<file path="config.mk">
export PLATFORM = sky130hd
export DESIGN_NAME = accel_result_dma
export DESIGN_NICKNAME = d
export VERILOG_FILES = /design/src/rtl/accel_dma_pkg.sv /design/src/rtl/accel_result_dma.sv
export SDC_FILE = /design/constraint.sdc
export NUM_CORES = 1
export LEC_CHECK = 0
export ABC_CLOCK_PERIOD_IN_PS = 2120
export BUFFER_PORTS_ARGS = -buffer_cell sky130_fd_sc_hd__buf_2
export CORE_ASPECT_RATIO = 0.5
export CORE_MARGIN = 2
export CORE_UTILIZATION = 32
export CTS_BUF_LIST = sky130_fd_sc_hd__clkbuf_8
export DETAILED_ROUTE_END_ITERATION = 10
export PLACE_DENSITY = 0.52
export SETUP_SLACK_MARGIN = 0.4
export SYNTH_ARGS = -nofsm -noshare
export SYNTH_HDL_FRONTEND = slang
export SYNTH_SLANG_ARGS = --single-unit
export TNS_END_PERCENT = 100
</file>
<file path="constraint.sdc">
create_clock -name clk -period 2.12 [get_ports clk]
set_input_delay 0.424 -clock clk [delete_from_list [all_inputs] [get_ports clk]]
set_output_delay 0.424 -clock clk [all_outputs]
set_load 0.02 [all_outputs]
</file>
<file path="src/rtl/accel_dma_pkg.sv">
// accel_dma_pkg: register offsets, CTRL/STATUS bit positions, FSM encoding and byte-strobe helper shared by accel_result_dma
package accel_dma_pkg;
  localparam logic [3:0] CTRL_OFS = 4'h0;
  localparam logic [3:0] BASE_OFS = 4'h4;
  localparam logic [3:0] LEN_OFS = 4'h8;
  localparam logic [3:0] STATUS_OFS = 4'hC;
  localparam int CTRL_START = 0;
  localparam int CTRL_IRQ_EN = 1;
  localparam int CTRL_ABORT = 2;
  localparam int ST_BUSY = 0;
  localparam int ST_DONE = 1;
  localparam int ST_ERR = 2;
  localparam int ST_ABORTED = 3;
  typedef enum logic [1:0] {IDLE = 2'd0, FETCH = 2'd1, WRITE = 2'd2, DONE_ST = 2'd3} state_t;
  function automatic logic [31:0] byte_mask(input logic [3:0] s);
    return {{8{s[3]}}, {8{s[2]}}, {8{s[1]}}, {8{s[0]}}};
  endfunction
endpackage

</file>
<file path="src/rtl/accel_result_dma.sv">
// accel_result_dma: drains the accelerator output FIFO into memory; ports clk/rst, fifo_rdata/fifo_empty/fifo_pop, mem_* write master, cfg_* CPU register slave, irq
module accel_result_dma
  import accel_dma_pkg::*;
#(
  parameter int MAX_LEN = 4096
) (
  input  logic        clk,
  input  logic        rst,
  input  logic [31:0] fifo_rdata,
  input  logic        fifo_empty,
  output logic        fifo_pop,
  output logic        mem_valid,
  input  logic        mem_ready,
  output logic [31:0] mem_addr,
  output logic [31:0] mem_wdata,
  output logic [3:0]  mem_wstrb,
  input  logic        cfg_sel,
  input  logic [3:0]  cfg_addr,
  input  logic [3:0]  cfg_wstrb,
  input  logic [31:0] cfg_wdata,
  output logic [31:0] cfg_rdata,
  output logic        cfg_ready,
  output logic        irq
);
  localparam logic [31:0] MAX_W = 32'(MAX_LEN);
  state_t state, state_d;
  logic sel_d, irq_en, done, err, aborted;
  logic [31:0] base, len, addr, remain, data, mask, base_w, len_w, rd;
  logic [15:0] count;
  logic wr, ctrl_wr, start, abort, w1c, busy, go, bad_base;
  assign mask = byte_mask(cfg_wstrb);
  assign base_w = (base & ~mask) | (cfg_wdata & mask);
  assign len_w = (len & ~mask) | (cfg_wdata & mask);
  assign wr = cfg_ready && cfg_wstrb != 4'h0;
  assign ctrl_wr = wr && cfg_addr == CTRL_OFS && cfg_wstrb[0];
  assign start = ctrl_wr && cfg_wdata[CTRL_START];
  assign abort = ctrl_wr && cfg_wdata[CTRL_ABORT];
  assign w1c = wr && cfg_addr == STATUS_OFS && cfg_wstrb[0] && cfg_wdata[ST_DONE];
  assign busy = state == FETCH || state == WRITE;
  assign go = state == IDLE && start;
  assign bad_base = base[1:0] != 2'b00;
  assign fifo_pop = state == FETCH && !fifo_empty && !abort;
  assign mem_valid = state == WRITE;
  assign mem_wstrb = mem_valid ? 4'hF : 4'h0;
  assign mem_addr = addr;
  assign mem_wdata = data;
  assign irq = done && irq_en;
  assign rd = cfg_addr == CTRL_OFS ? 32'(irq_en) << CTRL_IRQ_EN :
              cfg_addr == BASE_OFS ? base :
              cfg_addr == LEN_OFS ? len :
              cfg_addr == STATUS_OFS ? {count, 12'd0, aborted, err, done, busy} : 32'd0;
  always_comb begin
    state_d = state;
    case (state)
      IDLE: state_d = go && !bad_base ? (len == 32'd0 ? DONE_ST : FETCH) : IDLE;
      FETCH: state_d = abort ? DONE_ST : fifo_empty ? FETCH : WRITE;
      WRITE: state_d = !mem_ready ? WRITE : (remain == 32'd1 || aborted || abort) ? DONE_ST : FETCH;
      default: state_d = IDLE;
    endcase
  end
  always_ff @(posedge clk)
    if (rst) state <= IDLE;
    else state <= state_d;
  always_ff @(posedge clk)
    if (rst) begin
      sel_d <= 1'b0;
      cfg_ready <= 1'b0;
      cfg_rdata <= 32'd0;
      irq_en <= 1'b0;
      base <= 32'd0;
      len <= 32'd0;
    end else begin
      sel_d <= cfg_sel;
      cfg_ready <= cfg_sel && !sel_d;
      if (cfg_sel && !sel_d) cfg_rdata <= rd;
      if (ctrl_wr) irq_en <= cfg_wdata[CTRL_IRQ_EN];
      if (wr && cfg_addr == BASE_OFS) base <= base_w;
      if (wr && cfg_addr == LEN_OFS) len <= len_w > MAX_W ? MAX_W : len_w;
    end
  always_ff @(posedge clk)
    if (rst) begin
      done <= 1'b0;
      err <= 1'b0;
      aborted <= 1'b0;
      count <= 16'd0;
      addr <= 32'd0;
      remain <= 32'd0;
      data <= 32'd0;
    end else begin
      done <= (state == DONE_ST || (go && bad_base)) ? 1'b1 : (go || w1c) ? 1'b0 : done;
      if (go) begin
        err <= bad_base;
        aborted <= 1'b0;
        count <= 16'd0;
        addr <= base;
        remain <= len;
      end
      if (busy && abort) aborted <= 1'b1;
      if (fifo_pop) data <= fifo_rdata;
      if (mem_valid && mem_ready) begin
        addr <= addr + 32'd4;
        count <= count + 16'd1;
        remain <= remain - 32'd1;
      end
    end
endmodule

</file>
==> metrics <==
Total GRT Usage=23.2%; CP Class=flop to flop; Buf/Inv on CP=4; Worst Setup SP=state[0]; Post-CTS Hold Fix Bufs=0; Final Cell Area=0.0150 sq mm; DRT Wirelength=38900 um; Critical R2R Launch=state[0]; top-count cell post-synth=dfxtp_1; IO Pins=181; Longest Clk Path Bufs=3; Row Count=45; number of distinct library cells after synthesis=71; Starting DRT DRC Count=650; Most common cell on crit path=buf_6; Synth top area share=43.8%; worst hold path type=input pin to flop; CP cell instances=inv_4 -> ha_4 -> and2_4 -> buf_6 -> or3_4 -> buf_6 -> clkbuf_16 -> o211ai_1 -> a31oi_1; H-tree lvl count=2; Worst Setup Start Kind=flop; worst hold margin=108 ps; I/O Buffers=180; Initial Util=32.6%; synth cell count leaders=216 x dfxtp_1, 153 x nand2_1, 113 x nor2_1, 100 x a21oi_1, 63 x clkbuf_1; Vias per Instance=5.39; root buffer cell=clkbuf_8; top_reg_cell synth=dfxtp_1; Worst-Skew Late Latency=550 ps; cell family with most CP delay=simple AND/OR/NAND/NOR gates; Syn-to-layout area delta=51.9%; Post-DRT Antenna Nets=0; placed cells=1814; CP max stage cell=or3_4; final HPWL from detailed placement=25300 um; reg2reg setup slack=120 ps; Post-DP Area=0.0124 sq mm; Max-Cap Viols=0; Yosys reg bits=216; Fin. Hold Viols=0; post-synthesis sequential area ratio=43.8%; TritonRoute pass-1 iters=7; Fin Clk Skew=12.8 ps; PwrDens=562 mW/mm^2; CTS tree=built; Nets=1611; Mapped Cells=1171; Setup crit end=remain[8]; routed via count=10516; net count of the mapped netlist=1256; WP data arrival=2420 ps; Slew HR=64.0%; FFs w/ async S/R, synth=0%; Final TNS setup=0 ps; die height=128 um; clock sinks=216; Max Freq=500 MHz; endpoint class of the critical path=flop; final worst-path cycle share=94.4%; max-slew violation count=0; core area=0.0303 sq mm; CP max FO=5; # diodes=0; Ys Warns=0; largest net degree at the start of global routing=104; Die ar.=0.0324 sq mm; slowest stage delay, CP=440 ps; largest area contributor in the netlist=dfxtp_1; most area-consuming cells after synthesis=dfxtp_1 44%, nand2_1 5.8%, a21oi_1 5.1%; Synth Area per Inst=8.44 sq um; reg2reg path depth=9; final cell count without fillers=1950; crit path time final=2000 ps; layout cells sized above 1=40.3%; RSZ-0062 raised after global routing=yes; reg2reg end=remain[8]; initial antenna violation count=0; Worst Path Required=2540 ps; CTS Buf Count=36; Worst-path clk slew=60 ps; Peak VDD IR=0.000325 V; Remaining DRCs=0; first-pass GRT wire length=58100 um; Wirelength per Cell=19.9 um; number of flops mapped to enable cells by yosys=0; hold path start=fifo_rdata[9]; instance count on the critical path=9; Final setup viols=0; status=completed; Mapped Area=0.00988 sq mm; Pleak=6.35 nW; vias in the first global route=10213; Slew @ Worst Pin=539 ps; Final Wtd Congestion=0.857; Die Width=253 um; overflow left after global routing=0
==> logic make-up after synthesis <==
logic type,after synthesis,synth area share (%)
and+or+nand+nor,507,25.5
AOI/OAI and AO/OA,288,19.9
DFF,216,43.8
buffers and inverters,100,4.38
muxes,46,4.87
adders and majority gates,8,1.01
xor gates and xnor gates,6,0.532
==> where the power goes <==
part           internal, W  switching [W]  leakage (nW)
Clock              0.00203        0.00178         0.416
Sequential         0.00407      0.0000114          1.75
Combinational     0.000223       0.000325          4.19
==> worst min path at each step <==
stage	to	cells past startpoint	slack [ps]
4_1_cts	mem_wdata[29]	3	80
5_1_grt	mem_wdata[20]	3	80
6_report	mem_wdata[9]	3	110
3_5_place_dp	cfg_ready	1	390
2_1_floorplan	cfg_ready	1	380
3_3_place_gp	cfg_ready	1	390
==> area by class of cell <==
class / instances / area, sq um
Clock buffer: 48 / 661
Tap cell: 399 / 499
Multi-Input combinational cell: 856 / 6140
Inverter: 17 / 68.8
Sequential cell: 216 / 4340
Timing Repair Buffer: 399 / 3230
Fill cell: 2853 / 15300
Clock inverter: 15 / 68.8
==> per-layer routing <==
layer	up-vias	wire length, um	track usage, %
li1	4984	-	-
met1	5132	17500	31.3
met2	333	17600	37.5
met3	67	2740	4.49
met4	0	1010	7.03
met5	-	0	0
==> per-stage QoR <==
step                      setup WS (ps)  power [W]  utilization [%]
after floorplan                    65.0    0.00438                -
after global placement             -162    0.00464             40.8
after detailed placement           -230    0.00464             40.8
after CTS                           119    0.00850             47.0
after global routing               24.9    0.00874             49.5
final                               119    0.00843             49.5
==> tightest hold or removal path, delay by kind of cell <==
family / cells / cell delay [ps]
buffers and inverters: 1 / 90
and+or+nand+nor: 1 / 50
AOI/OAI and AO/OA: 1 / 50
==> cells in the final DEF, fill, tap and decap left out, types with 6 or more instances in the layout <==
master / synthesis / routed
nand2_1: 153 / 146
a311oi_1: 6 / 6
o211ai_1: 23 / 23
a21oi_2: 0 / 11
nand3_1: 47 / 20
nor4_2: 5 / 8
a31oi_1: 11 / 11
buf_2: 9 / 172
or3_1: 14 / 9
o21ai_1: 0 / 8
buf_12: 0 / 22
a211oi_1: 21 / 16
a2bb2oi_1: 11 / 10
buf_6: 3 / 43
nand3_2: 0 / 16
clkbuf_8: 0 / 48
a22oi_1: 20 / 18
nand4_1: 15 / 15
nor3_1: 28 / 19
dfxtp_1: 216 / 207
nand3_4: 0 / 11
a21oi_1: 100 / 89
inv_1: 17 / 22
nor2_4: 0 / 9
nand2b_1: 20 / 20
nor3_2: 2 / 7
dfxtp_2: 0 / 6
and3_1: 20 / 15
buf_16: 0 / 7
nor2_1: 113 / 100
buf_4: 6 / 147
and2_1: 24 / 22
nor4_1: 25 / 12
o21ai_0: 16 / 7
clkinv_2: 0 / 6
mux2i_1: 38 / 37
nor4_4: 0 / 10
a22o_1: 36 / 36
==> repair_timing <==
item / CTS / global route
endpoints found under the setup margin: 95 / 127
gates resized for setup: 145 / 105
pin swaps: 56 / 56
hold endpoints to repair: 0 / 0
cloned: 9 / 3
buffers inserted: 39 / 22
No activity file was read; power rests on OpenSTA's default activity.
